$ cat src/rtl/uart_rx_pkg.sv
// uart_rx_pkg: shared state encoding, parity modes and width limits for the UART receive path
package uart_rx_pkg;
  typedef enum logic [1:0] {IDLE, DATA, PARITY, STOP} rx_state_t;
  localparam int PAR_EVEN = 0;
  localparam int PAR_ODD = 1;
  localparam int DW_MIN = 5;
  localparam int DW_MAX = 9;
endpackage

$ cat src/rtl/uart_rx_deserializer_shift.sv
// rx_shift_core: serial-to-parallel shift register filling from the end selected by MSB_FIRST
module rx_shift_core
  import uart_rx_pkg::*;
#(
  parameter int DATA_WIDTH = 8,
  parameter int MSB_FIRST = 0
) (
  input  logic                  clk,
  input  logic                  reset,
  input  logic                  clear,
  input  logic                  shift_en,
  input  logic                  bit_in,
  output logic [DATA_WIDTH-1:0] word
);
  logic [DATA_WIDTH-1:0] r_word = '0;
  always_ff @(posedge clk)
    if (!reset || clear) r_word <= '0;
    else if (shift_en) r_word <= (MSB_FIRST != 0) ? {r_word[DATA_WIDTH-2:0], bit_in} : {bit_in, r_word[DATA_WIDTH-1:1]};
  assign word = r_word;
endmodule

$ cat src/rtl/uart_rx_deserializer.sv
// uart_rx_deserializer: assembles strobed serial bits into words behind a valid/ready handshake
// Optional parity stage is enabled by defining RX_PARITY_EN.
module uart_rx_deserializer
  import uart_rx_pkg::*;
#(
  parameter int DATA_WIDTH = 8,
  parameter int MSB_FIRST = 0,
  parameter int PARITY_ODD = 0
) (
  input  logic                  clk,
  input  logic                  reset,
  input  logic                  frame_start,
  input  logic                  sampling_strobe,
  input  logic                  serial_in_synced,
  input  logic                  data_ready,
  output logic [DATA_WIDTH-1:0] received_data,
  output logic                  data_valid,
  output logic                  parity_error,
  output logic                  framing_error,
  output logic                  overrun_error,
  output logic                  busy
);
  localparam int CNT_W = $clog2(DATA_WIDTH + 1);
  if (DATA_WIDTH < DW_MIN || DATA_WIDTH > DW_MAX || PARITY_ODD < PAR_EVEN || PARITY_ODD > PAR_ODD || MSB_FIRST < 0 || MSB_FIRST > 1) begin : g_bad_cfg
    $error("uart_rx_deserializer: illegal parameter value");
  end
  rx_state_t r_state = IDLE;
  rx_state_t w_next;
  logic [CNT_W-1:0] r_bit_cnt = '0;
  logic [DATA_WIDTH-1:0] r_data = '0;
  logic [DATA_WIDTH-1:0] w_word;
  logic r_valid = 1'b0;
  logic r_perr = 1'b0;
  logic r_ferr = 1'b0;
  logic r_ovr = 1'b0;
  logic w_clear, w_shift, w_done, w_load, w_perr;
  rx_shift_core #(.DATA_WIDTH(DATA_WIDTH), .MSB_FIRST(MSB_FIRST)) u_shift (
    .clk(clk),
    .reset(reset),
    .clear(w_clear),
    .shift_en(w_shift),
    .bit_in(serial_in_synced),
    .word(w_word)
  );
  always_comb begin
    w_next = r_state;
    w_clear = 1'b0;
    w_shift = 1'b0;
    case (r_state)
      IDLE: begin
        w_clear = frame_start;
        w_next = frame_start ? DATA : IDLE;
      end
      DATA: begin
        w_shift = sampling_strobe;
        if (sampling_strobe && r_bit_cnt == CNT_W'(DATA_WIDTH - 1))
`ifdef RX_PARITY_EN
          w_next = PARITY;
`else
          w_next = STOP;
`endif
      end
      PARITY: w_next = sampling_strobe ? STOP : PARITY;
      STOP: w_next = sampling_strobe ? IDLE : STOP;
      default: w_next = IDLE;
    endcase
  end
  assign w_done = (r_state == STOP) && sampling_strobe;
  // A completing frame is accepted when the holding register is empty or being drained this cycle.
  assign w_load = w_done && (!r_valid || data_ready);
`ifdef RX_PARITY_EN
  logic r_par_bit = 1'b0;
  always_ff @(posedge clk)
    r_par_bit <= !reset ? 1'b0 : (r_state == PARITY && sampling_strobe) ? serial_in_synced : r_par_bit;
  assign w_perr = (^w_word ^ r_par_bit) != (PARITY_ODD == PAR_ODD);
`else
  assign w_perr = 1'b0;
`endif
  always_ff @(posedge clk)
    if (!reset) begin
      r_state <= IDLE;
      r_bit_cnt <= '0;
      r_data <= '0;
      r_valid <= 1'b0;
      r_perr <= 1'b0;
      r_ferr <= 1'b0;
      r_ovr <= 1'b0;
    end else begin
      r_state <= w_next;
      r_bit_cnt <= w_clear ? '0 : w_shift ? r_bit_cnt + CNT_W'(1) : r_bit_cnt;
      if (w_load) begin
        r_data <= w_word;
        r_perr <= w_perr;
        r_ferr <= ~serial_in_synced;
      end
      r_valid <= w_load | (r_valid & ~data_ready);
      r_ovr <= w_done & r_valid & ~data_ready;
    end
  assign received_data = r_data;
  assign data_valid = r_valid;
  assign parity_error = r_perr;
  assign framing_error = r_ferr;
  assign overrun_error = r_ovr;
  assign busy = r_state != IDLE;
`ifdef FORMAL
  a_cnt_range: assert property (@(posedge clk) r_bit_cnt <= CNT_W'(DATA_WIDTH));
  a_latency: assert property (@(posedge clk) disable iff (!reset) w_done |=> data_valid);
  a_hold: assert property (@(posedge clk) disable iff (!reset)
    data_valid && !data_ready && !w_done |=> data_valid && $stable(received_data) && $stable(parity_error) && $stable(framing_error));
  a_overrun: assert property (@(posedge clk) disable iff (!reset)
    w_done && data_valid && !data_ready |=> data_valid && overrun_error && $stable(received_data));
  a_swap: assert property (@(posedge clk) disable iff (!reset) w_done && data_valid && data_ready |=> data_valid && !overrun_error);
  a_drain: assert property (@(posedge clk) disable iff (!reset) data_valid && data_ready && !w_done |=> !data_valid);
  a_ovr_cause: assert property (@(posedge clk) disable iff (!reset) !(w_done && data_valid && !data_ready) |=> !overrun_error);
`endif
endmodule

$ cat config.mk
export PLATFORM = sky130hd
export DESIGN_NAME = uart_rx_deserializer
export DESIGN_NICKNAME = d
export VERILOG_FILES = /design/src/rtl/uart_rx_pkg.sv /design/src/rtl/uart_rx_deserializer_shift.sv /design/src/rtl/uart_rx_deserializer.sv
export SDC_FILE = /design/constraint.sdc
export NUM_CORES = 1
export LEC_CHECK = 0
export CORE_MARGIN = 3
export CORE_UTILIZATION = 35
export CTS_CLUSTER_SIZE = 10
export DETAILED_ROUTE_END_ITERATION = 8
export PLACE_DENSITY = 0.57
export SYNTH_ARGS = -nofsm -noshare
export SYNTH_HDL_FRONTEND = slang
export SYNTH_HIERARCHICAL = 1
export SYNTH_SLANG_ARGS = --single-unit
$ cat constraint.sdc
create_clock -name clk -period 1.44 [get_ports clk]
set_clock_uncertainty 0.1 [all_clocks]
set_input_delay 0.216 -clock clk [delete_from_list [all_inputs] [get_ports clk]]
set_output_delay 0.216 -clock clk [all_outputs]
set_load 0.005 [all_outputs]
# After elaboration in Yosys (flattened, before gate mapping)
# Cells that the tools add are included.
dict set report totals {
  ff_bits 25
  wordCells 37
}
dict set report classes {
  add_sub_neg 1
  n_eq_ne 5
  muxes 7
  bitwise_logic 7
  reduce_logical 10
}
# cell n
set ops {}
lappend ops {{$pmux 2 s4} 1}
lappend ops {{$add 4x1->4 const B} 1}
lappend ops {{$eq 2x2->1 const B} 2}
lappend ops {{$eq 4x3->1 const B} 1}
lappend ops {{$mux 1} 4}
lappend ops {{$mux 2} 2}
lappend ops {{$and 1x1->1} 3}
lappend ops {{$logic_and 1x1->1} 3}
lappend ops {{$not 1->1} 3}
lappend ops {{$eq 2x1->1 const B} 1}
lappend ops {{$logic_not 1->1} 2}
lappend ops {{$logic_not 2->1} 1}
lappend ops {{$logic_or 1x1->1} 2}
lappend ops {{$ne 2x2->1 const B} 1}
lappend ops {{$reduce_bool 2->1} 1}
lappend ops {{$reduce_or 2->1} 1}
lappend ops {{$or 1x1->1} 1}

# Logic depth before layout (Yosys ltp)
dict set report logic_depth {
  depth_word 4
  mapped_depth 5
  mapped_depth_nobuf 4
}

# Modules after synthesis
# The synthesis kept the hierarchy.
# mod n_inst cells_each area_each_um2
set modules_own_cells {}
lappend modules_own_cells {uart_rx_deserializer 1 80 732.0}
lappend modules_own_cells {rx_shift_core 1 27 292.8}

# Worst setup path before layout
# No wires, ideal clock.
dict set report synth_path {
  path_kind {register -> register}
  from {register r_state[0]}
  to {register u_shift.r_word[0], in the netlist u_shift/word[0]}
  t_arrival_ps 1055
  required_ps 1224
  path_slack_ps 168
  path_stages_with_launch 6
  period_less_slack_ps 1272
  path_cell_list {dfxtp_1 > or2_2 > nor2_1 > nand2b_1 > clkbuf_2 > nor2_1}
}
dict set report synth_between {
  elab_chain_cells 3
  elab_cells_between_ends 5
  classes_between {1 x eq/ne; 2 x mux; 2 x reduce/logical}
}
# element line
set synth_lines {}
lappend synth_lines {{start: declaration} uart_rx_deserializer.sv:27} ;# rx_state_t r_state = IDLE;
lappend synth_lines {{start signal: assignment} uart_rx_deserializer.sv:89} ;# r_state <= w_next;
lappend synth_lines {{$logic_not 2->1} uart_rx_deserializer.sv:49} ;# case (r_state)
lappend synth_lines {{$mux 1} uart_rx_deserializer.sv:49}
lappend synth_lines {{named net w_clear} uart_rx_deserializer.sv:36} ;# logic w_clear, w_shift, w_done, w_load, w_perr;
lappend synth_lines {{$logic_or 1x1->1} uart_rx_deserializer_shift.sv:17} ;# if (!reset || clear) r_word <= '0;
lappend synth_lines {{end signal: assignment} uart_rx_deserializer_shift.sv:18} ;# else if (shift_en) r_word <= (MSB_FIRST != 0) ? {r_word[DATA_WIDTH-2:0], bit_in} : {bit_in, r_word[DATA_WIDTH- ...
lappend synth_lines {{end: declaration} uart_rx_deserializer_shift.sv:15} ;# logic [DATA_WIDTH-1:0] r_word = '0;
# The timed path passes the listed nets, and every way through them passes these cells.
# A chain may end at the register's enable or synchronous reset.

# Worst setup path in the final report
dict set report layout_path {
  from {register r_state[0]}
  to {output port busy}
}
dict set report layout_between {
  elab_chain_cells 1
}
# element line
set layout_lines {}
lappend layout_lines {{$reduce_bool 2->1} uart_rx_deserializer.sv:104} ;# assign busy = r_state != IDLE;
lappend layout_lines {{end: declaration} uart_rx_deserializer.sv:21} ;# output logic busy
# Every way passes these cells.

==> metrics.md <==
| Metric | Value |
|---|---|
| CTS sink cnt | 25 |
| Synthesis Warnings | 6 |
| Adder-Cell Fraction of Synth Area | 1.22% |
| Type of origin of the critical path | flop |
| Sequential share of the synthesized area | 48.8% |
| Share of cells above drive strength 1 | 22.4% |
| Die Area | 3610 sq um |
| Final hold vios | 0 |
| Post-synth cell types | 29 |
| # DRC | 0 |
| Post-CTS Hold Fix Bufs | 0 |
| Max-cap violations | 0 |
| WL per Instance | 11.2 microns |
| Hold_sp | received_data[6]$_SDFFE_PN0P_ |
| Worst hold path endpoint | received_data[6]$_SDFFE_PN0P_ |
| Clock power share | 27.8% |
| Main synth FF type | dfxtp_1 |
| CP Max Fanout | 3 |
| Mean Syn Cell Area | 9.58 sq um |
| Largest net degree at the start of global routing | 14 |
| Setup slack after layout | 0.0940 ns |
| Crit Path Class | flop to output pin |
| FP Rows | 18 |
| Power per Cell Area | 813 nW/um^2 |
| GRT Total Usage | 12.1% |
| Final core occ | 51.0% |
| Post-synthesis xor/xnor area fraction | 1.71% |
| Die height | 60.1 microns |
| Yosys top cell area share | 48.8% |
| Worst-path clk slew | 0.13 ns |
| DP HPWL | 1360 microns |
| Setup WS pre-CTS | -0.217 ns |
| Drt pass-1 iters | 4 |
| Initial DRC Count | 14 |
| DR vias/cell | 4.72 |
| DRT antenna net count | 0 |
| Placed cell count | 159 |
| TritonCTS clock tree | done |
| Io pins | 19 |
| Routability cong. | 0.772 |
| N_diodes | 0 |
| Critical path endpoint category | output pin |
| Critical path required time | 1.12 ns |
| Setup violators final | 0 |
| Final std cells w/o fill | 164 |
| Sw Share | 22.1% |
| Most common cell after layout, fill and taps aside | nand2_1 |
| Hold depth | 2 |
| Clk root buf | clkbuf_4 |
| Initial Util | 38.9% |
| Clk buf depth | 2 |
| P_sw | 0.242 mW |
| Number of enable flip-flop cells after synthesis | 0 |
| Synthesized net count | 114 |
| Die W | 60.1 microns |
| Post-Syn Instances | 107 |
| Most frequent cells in the layout | 19 x nand2_1, 17 x mux2i_1, 14 x dfxtp_1 |
| Critical Path AT | 1.03 ns |
| Share of power burned in registers | 63.9% |
| Global-route wire length before repair | 3280 microns |
| Cell area after synthesis | 1020 sq um |
| Max-slew violation count | 0 |
| Input/output buffers | 17 |
| Compound-gate portion of the synthesized area | 5.62% |
| Final #Nets | 142 |
| Final Critical Period | 1.35 ns |
| Synth Area in Simple Gates | 21.9% |
| Main combinational cell family by area after synthesis | simple AND/OR/NAND/NOR gates |
| Core ar. | 2640 sq um |
| Worst R2R Path Depth | 6 |
| Slack of the worst reg-to-reg path | 0.11 ns |
| Max Freq | 0.743 GHz |
| Worst R2R End | u_shift/word[2]$_SDFFE_PP0P_ |
| Part of the cycle the worst path needs | 93.5% |
| WL final | 1830 microns |
| Reg2reg start | r_state[1]$_SDFFE_PN0P_ |
| FFs w/ async S/R, synth | 0% |
| Hold Crit Class | flop to flop |
| Lkg Pwr | 0.562 nW |
| Tot Pwr | 1.09 mW |
| Vias | 774 |
| RSZ-0062 raised after global routing | no |
| Clk_lat worst skew | 0.30 ns |
| Comb power frac | 8.2% |
| Area contributors post-synth | dfxtp_1 49%, mux2i_1 17%, nand2_1 7.0% |
| Internal Power | 0.852 mW |
| Largest area contributor in the netlist | dfxtp_1 |
| Status | complete, no violations |
| Post-synthesis mux area share | 16.6% |
| Vias in the first global route | 760 |
| Count of state elements after synthesis | 25 |
| CTS buffer count | 3 |
| Grt ovf | 0 |
| P&R area growth vs syn | 31.3% |
| H-tree levels | 1 |
| Max VDD drop | 446 uV |
| Initial antenna violation count | 0 |
[power groups by stage]
stage          combinational (mW)  sequential, mW  clock, mW
2_1_floorplan              0.0446           0.716          0
3_3_place_gp               0.0902           0.714          0
3_5_place_dp               0.0916           0.714          0
4_1_cts                    0.0912           0.699      0.322
5_1_grt                    0.0987           0.700      0.357
6_report                   0.0902           0.699      0.304
[state kept, by name (all words and copies together), names as in the netlist]
name and flops:
r_bit_cnt 4, r_state 2, received_data 8, framing_error 1
u_shift/word 8, data_valid 1, overrun_error 1
[cell type report]
type / count / area, sq um
tap: 30 / 37.5
clock buffer: 4 / 26.3
multi-input combinational: 75 / 488
fill: 260 / 1290
inverter: 2 / 7.51
sequential: 25 / 514
timing repair buffer: 28 / 272
[cell usage after synthesis (all sizes together), types with 2 or more instances]
master  number
o21ai        4
nor2b        3
dfxtp       25
a21boi       2
or3          2
xor2         2
clkbuf       3
inv          2
nand3        2
nor2        14
buf          2
mux2i       17
nand2       19
[stage by stage]
stage / area [sq um] / TNS [ns] / hold slack [ns]
floorplan: 1020 / 0 / 0.263
global placement: 1310 / -2.78 / 0.341
detailed placement: 1310 / -3.44 / 0.351
CTS: 1350 / 0 / 0.366
global route: 1350 / 0 / 0.382
finish: 1350 / 0 / 0.361
[how the worst max path moves through the flow]
stage / startpoint / to / slack, ns
4_1_cts: r_state[0]$_SDFFE_PN0P_ / busy / 0.08
3_5_place_dp: sampling_strobe / u_shift/word[2]$_SDFFE_PP0P_ / -0.22
2_1_floorplan: r_state[0]$_SDFFE_PN0P_ / u_shift/word[0]$_SDFFE_PP0P_ / 0.17
6_report: r_state[0]$_SDFFE_PN0P_ / busy / 0.09
5_1_grt: r_state[1]$_SDFFE_PN0P_ / u_shift/word[6]$_SDFFE_PP0P_ / 0.01
3_3_place_gp: sampling_strobe / u_shift/word[4]$_SDFFE_PP0P_ / -0.17
[cell families after synthesis]
| group | after synthesis |
|---|---|
| muxes | 17 |
| AOI/OAI and AO/OA | 9 |
| buffers and inverters | 7 |
| other | 1 |
| adders and majority gates | 1 |
| and+or+nand+nor | 45 |
| DFF | 25 |
| xor gates and xnor gates | 2 |
[routing by layer]
layer  global-route usage (%)  routed length (microns)
met5                        0                        0
met4                     6.65                       15
met3                     2.59                      112
met2                     17.6                      778
met1                     16.3                      923
[critical path, stage by stage, from the launching register on]
cell and delay, ns:
dfxtp_2 0.34, or2_4 0.25, buf_2 0.13
[timing repair]
action	4_1_cts	5_1_grt
setup buffers	1	0
setup endpoints to repair	12	0
gates resized for setup	27	0
(Power assumes the default switching activity.)
